===== config.mk =====
export PLATFORM = sky130hd
export DESIGN_NAME = qtree_upd_ctrl_flat
export DESIGN_NICKNAME = d
export VERILOG_FILES = /design/src/rtl/qtree_upd_ctrl_if.sv /design/src/rtl/qtree_upd_ctrl.sv /design/src/flat_wrapper.sv
export SDC_FILE = /design/constraint.sdc
export NUM_CORES = 1
export LEC_CHECK = 0
export CAP_MARGIN = 40
export CORE_MARGIN = 5
export CORE_UTILIZATION = 40
export CTS_BUF_LIST = sky130_fd_sc_hd__clkbuf_4
export CTS_CLUSTER_DIAMETER = 40
export DETAILED_ROUTE_END_ITERATION = 10
export PLACE_DENSITY = 0.78
export SYNTH_ARGS = -nofsm -noshare
export SYNTH_HDL_FRONTEND = slang
export SYNTH_SLANG_ARGS = --single-unit

===== constraint.sdc =====
create_clock -name clk_i -period 3.2 [get_ports clk_i]
set_clock_uncertainty 0.15 [all_clocks]
set_input_delay 0.64 -clock clk_i [delete_from_list [all_inputs] [get_ports clk_i]]
set_output_delay 0.64 -clock clk_i [all_outputs]
set_load 0.02 [all_outputs]

===== src/rtl/qtree_upd_ctrl_if.sv =====
`default_nettype none
// ============================================================================
// Module   : qtree_upd_ctrl_if
// Purpose  : Lookup, configuration and RAM-write bundle for qtree_upd_ctrl.
// Revision : 1.0
// ============================================================================
interface qtree_upd_ctrl_if #(
    parameter int STAGES  = 4,
    parameter int STAGE_W = 2,
    parameter int A_WIDTH = 8,
    parameter int D_WIDTH = 16
) ();
    logic                   lk_valid_i;
    logic [D_WIDTH-1:0]     lk_data_i;
    logic                   lk_ready_o;
    logic                   lk_en_o;
    logic [D_WIDTH-1:0]     lk_data_o;
    logic                   lk_done_i;
    logic                   cfg_valid_i;
    logic                   cfg_ready_o;
    logic                   cfg_last_i;
    logic [STAGE_W-1:0]     cfg_stage_i;
    logic [A_WIDTH-1:0]     cfg_addr_i;
    logic [D_WIDTH-1:0]     cfg_l_i;
    logic [D_WIDTH-1:0]     cfg_m_i;
    logic [D_WIDTH-1:0]     cfg_r_i;
    logic [STAGES-1:0]      wr_en_o;
    logic [A_WIDTH-1:0]     wr_addr_o;
    logic [3*D_WIDTH-1:0]   wr_data_o;
    logic                   busy_o;
    logic                   cfg_err_o;

    modport master (
        output lk_valid_i, lk_data_i, lk_done_i,
        output cfg_valid_i, cfg_last_i, cfg_stage_i, cfg_addr_i, cfg_l_i, cfg_m_i, cfg_r_i,
        input  lk_ready_o, lk_en_o, lk_data_o, cfg_ready_o,
        input  wr_en_o, wr_addr_o, wr_data_o, busy_o, cfg_err_o
    );

    modport slave (
        input  lk_valid_i, lk_data_i, lk_done_i,
        input  cfg_valid_i, cfg_last_i, cfg_stage_i, cfg_addr_i, cfg_l_i, cfg_m_i, cfg_r_i,
        output lk_ready_o, lk_en_o, lk_data_o, cfg_ready_o,
        output wr_en_o, wr_addr_o, wr_data_o, busy_o, cfg_err_o
    );
endinterface
`default_nettype wire


===== src/rtl/qtree_upd_ctrl.sv =====
`default_nettype none
// ============================================================================
// Module   : qtree_upd_ctrl
// Purpose  : Schedules lookups against node-RAM config bursts, draining the
//            pipeline before each burst and granting lookups a hold-off after.
// Revision : 1.0
// ============================================================================
module qtree_upd_ctrl #(
    parameter int STAGES       = 4,
    parameter int STAGE_W      = 2,
    parameter int A_WIDTH      = 8,
    parameter int D_WIDTH      = 16,
    parameter int MAX_INFLIGHT = 8,
    parameter int HOLDOFF      = 16
) (
    input  wire logic       clk_i,
    input  wire logic       rst_n_i,
    qtree_upd_ctrl_if.slave bus
);
    localparam int c_CNT_W  = $clog2(MAX_INFLIGHT + 1);
    localparam int c_HOLD_W = $clog2(HOLDOFF + 1);

    localparam logic [1:0] c_ST_IDLE  = 2'd0;
    localparam logic [1:0] c_ST_DRAIN = 2'd1;
    localparam logic [1:0] c_ST_WRITE = 2'd2;

    localparam logic [c_CNT_W-1:0]  c_CNT_ONE    = c_CNT_W'(1);
    localparam logic [c_CNT_W-1:0]  c_CNT_MAX    = c_CNT_W'(MAX_INFLIGHT);
    localparam logic [c_HOLD_W-1:0] c_HOLD_ONE   = c_HOLD_W'(1);
    localparam logic [c_HOLD_W-1:0] c_HOLD_LOAD  = c_HOLD_W'(HOLDOFF);
    localparam logic [STAGE_W:0]    c_STAGES     = (STAGE_W + 1)'(STAGES);
    localparam logic [STAGES-1:0]   c_ONEHOT_LSB = STAGES'(1);

    logic [1:0]             r_state;
    logic [1:0]             w_state_nxt;
    logic [c_HOLD_W-1:0]    r_hold_cnt;
    logic [c_CNT_W-1:0]     r_inflight;
    logic                   r_lk_en;
    logic [D_WIDTH-1:0]     r_lk_data;
    logic [STAGES-1:0]      r_wr_en;
    logic [A_WIDTH-1:0]     r_wr_addr;
    logic [3*D_WIDTH-1:0]   r_wr_data;
    logic                   r_busy;
    logic                   r_cfg_err;

    logic                   w_hold_zero;
    logic                   w_lk_ready;
    logic                   w_cfg_ready;
    logic                   w_lk_acc;
    logic                   w_cfg_acc;
    logic                   w_stage_ok;
    logic [STAGES-1:0]      w_wr_onehot;

    assign w_hold_zero = (r_hold_cnt == '0);
    // lk_ready is gated by reset so every output reads 0 while rst_n_i is low.
    assign w_lk_ready  = rst_n_i && (r_state == c_ST_IDLE) && !(bus.cfg_valid_i && w_hold_zero);
    assign w_cfg_ready = (r_state == c_ST_WRITE);
    assign w_lk_acc    = bus.lk_valid_i && w_lk_ready;
    assign w_cfg_acc   = bus.cfg_valid_i && w_cfg_ready;
    assign w_stage_ok  = ({1'b0, bus.cfg_stage_i} < c_STAGES);
    assign w_wr_onehot = c_ONEHOT_LSB << bus.cfg_stage_i;

    always_comb begin
        w_state_nxt = r_state;
        case (r_state)
            c_ST_IDLE:  if (bus.cfg_valid_i && w_hold_zero)  w_state_nxt = c_ST_DRAIN;
            // Registered count only: a done landing this cycle waits one more.
            c_ST_DRAIN: if (r_inflight == '0)                w_state_nxt = c_ST_WRITE;
            c_ST_WRITE: if (w_cfg_acc && bus.cfg_last_i)     w_state_nxt = c_ST_IDLE;
            default:                                         w_state_nxt = c_ST_IDLE;
        endcase
    end

    always_ff @(posedge clk_i or negedge rst_n_i) begin
        if (!rst_n_i) begin
            r_state    <= c_ST_IDLE;
            r_busy     <= 1'b0;
            r_hold_cnt <= '0;
            r_inflight <= '0;
        end else begin
            r_state <= w_state_nxt;
            r_busy  <= (w_state_nxt != c_ST_IDLE);

            if ((r_state == c_ST_WRITE) && w_cfg_acc && bus.cfg_last_i)
                r_hold_cnt <= c_HOLD_LOAD;
            else if (!w_hold_zero)
                r_hold_cnt <= r_hold_cnt - c_HOLD_ONE;

            case ({w_lk_acc, bus.lk_done_i})
                2'b10:   if (r_inflight != c_CNT_MAX) r_inflight <= r_inflight + c_CNT_ONE;
                2'b01:   if (r_inflight != '0)        r_inflight <= r_inflight - c_CNT_ONE;
                default: r_inflight <= r_inflight;
            endcase
        end
    end

    always_ff @(posedge clk_i or negedge rst_n_i) begin
        if (!rst_n_i) begin
            r_lk_en   <= 1'b0;
            r_lk_data <= '0;
            r_wr_en   <= '0;
            r_wr_addr <= '0;
            r_wr_data <= '0;
            r_cfg_err <= 1'b0;
        end else begin
            r_lk_en   <= w_lk_acc;
            if (w_lk_acc)
                r_lk_data <= bus.lk_data_i;

            r_wr_en   <= '0;
            r_cfg_err <= 1'b0;
            if (w_cfg_acc) begin
                if (w_stage_ok) begin
                    r_wr_en   <= w_wr_onehot;
                    r_wr_addr <= bus.cfg_addr_i;
                    r_wr_data <= {bus.cfg_l_i, bus.cfg_m_i, bus.cfg_r_i};
                end else begin
                    r_cfg_err <= 1'b1;
                end
            end
        end
    end

    assign bus.lk_ready_o  = w_lk_ready;
    assign bus.cfg_ready_o = w_cfg_ready;
    assign bus.lk_en_o     = r_lk_en;
    assign bus.lk_data_o   = r_lk_data;
    assign bus.wr_en_o     = r_wr_en;
    assign bus.wr_addr_o   = r_wr_addr;
    assign bus.wr_data_o   = r_wr_data;
    assign bus.busy_o      = r_busy;
    assign bus.cfg_err_o   = r_cfg_err;
endmodule
`default_nettype wire


===== src/flat_wrapper.sv =====
// flat-port wrapper written by rule: the top's interface ports become plain ports
module qtree_upd_ctrl_flat 
#(
    parameter int STAGES       = 4,
    parameter int STAGE_W      = 2,
    parameter int A_WIDTH      = 8,
    parameter int D_WIDTH      = 16,
    parameter int MAX_INFLIGHT = 8,
    parameter int HOLDOFF      = 16
)
  (clk_i, rst_n_i, bus_lk_valid_i, bus_lk_data_i, bus_lk_done_i, bus_cfg_valid_i, bus_cfg_last_i, bus_cfg_stage_i, bus_cfg_addr_i, bus_cfg_l_i, bus_cfg_m_i, bus_cfg_r_i, bus_lk_ready_o, bus_lk_en_o, bus_lk_data_o, bus_cfg_ready_o, bus_wr_en_o, bus_wr_addr_o, bus_wr_data_o, bus_busy_o, bus_cfg_err_o);
  qtree_upd_ctrl_if #(.STAGES(STAGES), .STAGE_W(STAGE_W), .A_WIDTH(A_WIDTH), .D_WIDTH(D_WIDTH)) bus_i ();
  input  wire logic clk_i;
  input  wire logic rst_n_i;
  input wire logic [$bits(bus_i.lk_valid_i)-1:0] bus_lk_valid_i;
  input wire logic [$bits(bus_i.lk_data_i)-1:0] bus_lk_data_i;
  input wire logic [$bits(bus_i.lk_done_i)-1:0] bus_lk_done_i;
  input wire logic [$bits(bus_i.cfg_valid_i)-1:0] bus_cfg_valid_i;
  input wire logic [$bits(bus_i.cfg_last_i)-1:0] bus_cfg_last_i;
  input wire logic [$bits(bus_i.cfg_stage_i)-1:0] bus_cfg_stage_i;
  input wire logic [$bits(bus_i.cfg_addr_i)-1:0] bus_cfg_addr_i;
  input wire logic [$bits(bus_i.cfg_l_i)-1:0] bus_cfg_l_i;
  input wire logic [$bits(bus_i.cfg_m_i)-1:0] bus_cfg_m_i;
  input wire logic [$bits(bus_i.cfg_r_i)-1:0] bus_cfg_r_i;
  output wire logic [$bits(bus_i.lk_ready_o)-1:0] bus_lk_ready_o;
  output wire logic [$bits(bus_i.lk_en_o)-1:0] bus_lk_en_o;
  output wire logic [$bits(bus_i.lk_data_o)-1:0] bus_lk_data_o;
  output wire logic [$bits(bus_i.cfg_ready_o)-1:0] bus_cfg_ready_o;
  output wire logic [$bits(bus_i.wr_en_o)-1:0] bus_wr_en_o;
  output wire logic [$bits(bus_i.wr_addr_o)-1:0] bus_wr_addr_o;
  output wire logic [$bits(bus_i.wr_data_o)-1:0] bus_wr_data_o;
  output wire logic [$bits(bus_i.busy_o)-1:0] bus_busy_o;
  output wire logic [$bits(bus_i.cfg_err_o)-1:0] bus_cfg_err_o;
  assign bus_i.lk_valid_i = bus_lk_valid_i;
  assign bus_i.lk_data_i = bus_lk_data_i;
  assign bus_i.lk_done_i = bus_lk_done_i;
  assign bus_i.cfg_valid_i = bus_cfg_valid_i;
  assign bus_i.cfg_last_i = bus_cfg_last_i;
  assign bus_i.cfg_stage_i = bus_cfg_stage_i;
  assign bus_i.cfg_addr_i = bus_cfg_addr_i;
  assign bus_i.cfg_l_i = bus_cfg_l_i;
  assign bus_i.cfg_m_i = bus_cfg_m_i;
  assign bus_i.cfg_r_i = bus_cfg_r_i;
  assign bus_lk_ready_o = bus_i.lk_ready_o;
  assign bus_lk_en_o = bus_i.lk_en_o;
  assign bus_lk_data_o = bus_i.lk_data_o;
  assign bus_cfg_ready_o = bus_i.cfg_ready_o;
  assign bus_wr_en_o = bus_i.wr_en_o;
  assign bus_wr_addr_o = bus_i.wr_addr_o;
  assign bus_wr_data_o = bus_i.wr_data_o;
  assign bus_busy_o = bus_i.busy_o;
  assign bus_cfg_err_o = bus_i.cfg_err_o;
  qtree_upd_ctrl #(.STAGES(STAGES), .STAGE_W(STAGE_W), .A_WIDTH(A_WIDTH), .D_WIDTH(D_WIDTH), .MAX_INFLIGHT(MAX_INFLIGHT), .HOLDOFF(HOLDOFF)) u_core (.clk_i(clk_i), .rst_n_i(rst_n_i), .bus(bus_i));
endmodule

* Yosys cells after proc, flatten, opt, wreduce, memory -nomap -nowiden
Index checks and enable logic that the tools add are counted.
** Storage, ports and cells
- Bits in registers :: 89
- Latch bits :: 0
- Memory bits (writable) :: 0
- Bits in read-only memories :: 0
- Bits of input ports :: 80
- Output and inout bits :: 81
- Logic and storage cells :: 47
- Memories kept :: 0
** Cells by class
- $add $sub $neg :: 3
- Multiply operators :: 0
- Div/mod/pow operators :: 0
- Magnitude comparators :: 0
- Equal/unequal tests :: 8
- Shift operators :: 1
- Mux-type cells :: 10
- Bitwise gates (word level) :: 0
- Reductions and logical operators :: 16
** Operators with widths (count)
- 4-bit 2-to-1 mux :: 3
- 5-bit 2-to-1 mux :: 2
- 1-bit logical AND :: 8
- 4-bit case mux with 2 select lines :: 1
- 2-bit 2-to-1 mux :: 3
- 2-bit case mux with 3 select lines :: 1
- 5-bit zero test :: 1
- 5-bit by 1-bit subtractor with 5-bit output (second input constant) :: 1
- 4-bit by 1-bit adder with 4-bit output (second input constant) :: 1
- 2-bit by 1-bit == test with 1-bit output (second input constant) :: 2
- 2-bit == test (second input constant) :: 2
- 4-bit zero test :: 1
- 2-bit by 1-bit inequality test with 1-bit output (second input constant) :: 2
- 4-bit inequality test (second input constant) :: 1
- 2-bit nonzero test :: 2
- 4-bit nonzero test :: 1
- 1-bit by 2-bit << shifter with 4-bit output (first input constant) :: 1
- 4-bit by 1-bit subtractor with 4-bit output (second input constant) :: 1
- 3-bit AND reduction :: 1
- 2-bit zero test :: 1
- 2-bit inequality test (second input constant) :: 1
- 1-bit zero test :: 1

* Longest topological paths before layout
- Depth in word-level cells :: 8
- Mapped depth :: 15
- Mapped depth without buffers :: 13

* Worst setup path after synthesis
Ideal clock, no wire load.
- Path type :: reg2reg
- From :: register u_core.r_hold_cnt[0]
- To :: register u_core.r_inflight[2]
- Library setup time :: 0.080 ns
- Data arrival time :: 2.686 ns
- Data required time :: 2.970 ns
- Slack :: 0.284 ns
- Cell stages (with the launch flop) :: 16
- Path buffers :: 2
- Clock period less this slack :: 2.916 ns
- Cells stage by stage :: dfrtp_1 > inv_1 > ha_1 > nor4b_4 > a21oi_2 > and4b_1 > buf_6 > buf_12 > inv_1 > ha_1 > xor2_1 > ha_1 > a21oi_1 > and3_1 > o211ai_1 > xnor2_1
** On the way
- Word-level cells in the longest chain between the ends :: 8
- Elaborated cells on any way between the ends :: 12
- Classes of those cells :: eq/ne: 4; mux: 1; reduce/logical: 7
** Ends and longest elaborated chain
- start: declaration :: line qtree_upd_ctrl.sv:36 : logic [c_HOLD_W-1:0] r_hold_cnt;
- start signal: assignment :: line qtree_upd_ctrl.sv:85 : r_hold_cnt <= c_HOLD_LOAD;
- start signal: assignment :: line qtree_upd_ctrl.sv:87 : r_hold_cnt <= r_hold_cnt - c_HOLD_ONE;
- 5-bit zero test (*) :: line qtree_upd_ctrl.sv:54 : assign w_hold_zero = (r_hold_cnt == '0);
- 1-bit logical AND (*) :: line qtree_upd_ctrl.sv:56 : assign w_lk_ready = rst_n_i && (r_state == c_ST_IDLE) && !(bus.cfg_valid_i && w_hold_zero);
- 1-bit zero test (*) :: line qtree_upd_ctrl.sv:56
- 1-bit logical AND (*) :: line qtree_upd_ctrl.sv:56
- 1-bit logical AND (*) :: line qtree_upd_ctrl.sv:58 : assign w_lk_acc = bus.lk_valid_i && w_lk_ready;
- via u_core.w_lk_acc :: line qtree_upd_ctrl.sv:49 : logic w_lk_acc;
- 2-bit by 1-bit == test with 1-bit output or 2-bit == test (tied branches) :: line qtree_upd_ctrl.sv:89 : case ({w_lk_acc, bus.lk_done_i})
- 2-bit by 1-bit inequality test with 1-bit output (no source line) or 2-bit nonzero test (tied branches)
- 3-bit AND reduction (no source line)
- end signal: assignment :: line qtree_upd_ctrl.sv:90 : 2'b10: if (r_inflight != c_CNT_MAX) r_inflight <= r_inflight + c_CNT_ONE;
- end signal: assignment :: line qtree_upd_ctrl.sv:91 : 2'b01: if (r_inflight != '0) r_inflight <= r_inflight - c_CNT_ONE;
- end signal: assignment :: line qtree_upd_ctrl.sv:92 : default: r_inflight <= r_inflight;
- end: declaration :: line qtree_upd_ctrl.sv:37 : logic [c_CNT_W-1:0] r_inflight;
Mark *: on every way through the listed nets, which the timed path passes. The rest lies on a longest branch.
A chain may end at the register's enable or synchronous reset.

* Worst setup path after layout
- From :: register u_core.r_hold_cnt[0]
- To :: output port bus_lk_ready_o
** On the way
- Word-level cells in the longest chain between the ends :: 4
** Ends and longest elaborated chain
- 5-bit zero test :: line qtree_upd_ctrl.sv:54
- 1-bit logical AND :: line qtree_upd_ctrl.sv:56
- 1-bit zero test :: line qtree_upd_ctrl.sv:56
- 1-bit logical AND :: line qtree_upd_ctrl.sv:56
- end: declaration :: line flat_wrapper.sv:25 : output wire logic [$bits(bus_i.lk_ready_o)-1:0] bus_lk_ready_o;
Every way passes these cells.

==> results.md <==
* Status: complete, no violations
* Vias in the first global route at 3,173
* Critical Path Slowest Stage Cell: clkdlybuf4s50_1
* Internal power at 3.16 mW
* Ys async rst share at 1.00
* Core Util, Final at 0.619
* CP endpoint kind: output pin
* Fin worst setup slack at 0.166 ns
* Worst reg2reg path startpoint: u_core.r_hold_cnt[0]
* GP Congestion at 0.832
* Bufs and invs on worst path at 2
* Total clock sinks at 89
* Top delay family on crit path: buffers and inverters
* Initial Util at 0.413
* Main synth FF type: dfrtp_1
* GRT Total Usage at 0.176
* Post-Syn Instances at 363
* Largest net degree at the start of global routing at 58
* Startpoint Class: register
* Yosys warnings at 0
* Final wirelength at 9620 um
* Initial DRT Pass Iterations at 4
* First-pass GRT wire length at 15,800 um
* CTS H-tree lvls at 3
* Number of hold violations in the final report at 0
* Final-report max-slew violation count at 0
* CTS Hold Buffers Added at 0
* PostCTS Resize Cnt at 0
* ANT nets after route at 0
* CTS Buffer Depth at 2
* Nets@finish at 611
* Net Switching at 2.12 mW
* Share of cells above drive strength 1 at 0.0906
* Reg power frac at 0.376
* Detailed Route Iter0 Violations at 112
* Synth top area share at 0.613
* Leak pwr at 2.62 nW
* Fmax at 0.330 GHz
* Average wire per standard cell at 15.0 um
* Net Count, Synth at 449
* Max incr delay on CP at 0.54 ns
* CTS buffer count at 9
* Row cnt at 34
* DRC viols at 0
* Count of buffers from port buffering at 159
* RSZ-0062 raised after global routing: no
* Comb power frac at 0.523
* CTS clk-pin slew, worst paths at 0.15 ns
* Root Buffer: clkbuf_4
* Synthesized area per cell at 10.0 um2
* Fin crit period at 3.03 ns
* EDFF count, synth at 0
* Peak supply drop at 0.553 mV
* Worst path required time at 2.41 ns
* CTS tree: built
* Die area at 0.0111 mm2
* Most frequent cells in the layout: 178 x nand2_1, 158 x clkdlybuf4s50_1, 89 x dfrtp_1
* Final Non-Filler Cells at 639
* Most common cell after layout, fill and taps aside: nand2_1
* Clock share of power at 0.101
* Total core area at 0.00881 mm2
* Dpl ws at -0.00995 ns
* Crit-path max FO at 3
* Die Y at 105 um
* Cells along the critical path: inv_1 -> ha_1 -> nor4b_4 -> a21oi_2 -> and3b_2 -> clkdlybuf4s50_1
* MaxCap Viol Count at 0
* Vias per inst at 4.79
* Synthesis-to-finish area growth at 49.9%
* Top cells by area, synth: dfrtp_1 61%, nand2_1 18%, mux2_4 3.3%, mux2_2 2.8%, ha_1 2.1%
* Crit path from: u_core.r_hold_cnt[0]
* Cells after DPL at 622
* Synth Register Bits at 89
* CP Class: register to output pin
* Sw Share at 0.402
* Post-DP HPWL at 7290 um
* Period utilisation layout at 0.948
* Post-synth cell types at 37
* Via Count at 3,063
* I/O pin total at 161
* Later-pin clock latency in the skew report at 0.42 ns
* Largest area contributor in the netlist: dfrtp_1
* Worst slew margin at 0.517
* Sequential area share after synthesis at 0.613
* Global route overflow at 0
* Filler cells at 755
* Final setup violation count at 0
* Measured slew at the worst slew-check pin at 0.724 ns
* Synth Cell Area at 0.00363 mm2
* Worst Path Arrival at 2.24 ns
* Hold slack final at 0.0916 ns
* Antenna violations before repair at 1
* Chip width at 105 um
* Setup Buffers After CTS at 0
* Worst min path class: input port to async pin
* Power per standard cell area at 970 mW/mm2
==> path summary, 6_finish.rpt <==
kind                                       endpoint  slack [ns]  cells past startpoint
min in group clk_i          u_core.bus.wr_data_o[5]        0.34                      2
hold reg to reg             u_core.bus.wr_data_o[5]        0.34                      2
setup reg to reg               u_core.r_inflight[2]        0.24                     13
max in group asynchronous  u_core.bus.wr_data_o[38]        2.17                      2
setup / recovery                     bus_lk_ready_o        0.17                      6
hold / removal             u_core.bus.lk_data_o[12]        0.09                      2
==> logic make-up (layout without fill, tap and decap cells) <==
group                      after synthesis  count (layout)  synth area share
and+or+nand+nor                        203             203             0.232
other                                    1               2           0.00103
AOI/OAI and AO/OA                       18              18            0.0289
muxes                                   17              17            0.0610
xor gates and xnor gates                 4               4           0.00964
adders and majority gates                6               6            0.0207
DFF                                     89              89             0.613
buffers and inverters                   25             192            0.0334
==> per-layer routing <==
layer | up-vias | wire length, um | global-route usage
li1 | 1474 | - | -
met1 | 1459 | 3890 | 0.208
met2 | 107 | 4680 | 0.293
met3 | 23 | 755 | 0.0526
met4 | 0 | 295 | 0.0843
met5 | - | 0 | 0
==> per-stage QoR <==
stage          total power [mW]  setup TNS (ns)  cell area (um2)
6_report                   5.28               0             5450
5_1_grt                    5.65               0             5450
4_1_cts                    5.34               0             5440
3_5_place_dp               4.80        -0.00995             5330
3_3_place_gp               4.69               0             5330
2_1_floorplan              3.43               0             3630
==> power groups by stage <==
stage | Sequential [mW] | Clock (mW) | Combinational [mW]
2_1_floorplan | 2.55 | 0 | 0.884
5_1_grt | 2.07 | 0.604 | 2.97
3_3_place_gp | 1.98 | 0 | 2.71
3_5_place_dp | 2.01 | 0 | 2.79
4_1_cts | 1.99 | 0.558 | 2.80
6_report | 1.99 | 0.536 | 2.76
==> synthesized netlist by cell type, types with 3 or more instances <==
| master | n |
|---|---|
| a21oi_1 | 7 |
| clkbuf_1 | 11 |
| dfrtp_1 | 89 |
| ha_1 | 6 |
| inv_1 | 9 |
| mux2_2 | 9 |
| mux2_4 | 8 |
| nand2_1 | 179 |
| nor2_1 | 3 |
| nor3_1 | 4 |
| o21ai_0 | 5 |
==> worst register-to-register path, stage by stage, from the launching register on <==
cell and delay (ns):
dfrtp_1 0.41, inv_1 0.13, ha_1 0.17, nor4b_4 0.25
a21oi_2 0.11, and4b_1 0.25, inv_1 0.09, ha_1 0.30
xor2_1 0.21, ha_1 0.18, a21oi_1 0.06, and3_1 0.20
o211ai_1 0.22, xnor2_1 0.14
==> layout make-up <==
class	count	area (um2)	area share
Sequential cell	89	2230	0.409
Timing Repair Buffer	167	1650	0.303
Multi-Input combinational cell	249	1290	0.237
Tap cell	108	135	0.0248
Clock buffer	10	75.1	0.0138
Clock inverter	6	35.0	0.00643
Inverter	9	33.8	0.00620
Antenna cell	1	2.50	0.000459
==> sequential cells by signal, summed over array words and instances, names as in the netlist <==
signal	count
u_core.bus.busy_o	1
u_core.bus.lk_data_o	16
u_core.bus.lk_en_o	1
u_core.bus.wr_addr_o	8
u_core.bus.wr_data_o	48
u_core.bus.wr_en_o	4
u_core.r_hold_cnt	5
u_core.r_inflight	4
u_core.r_state	2
No activity file was read; power rests on OpenSTA's default activity.
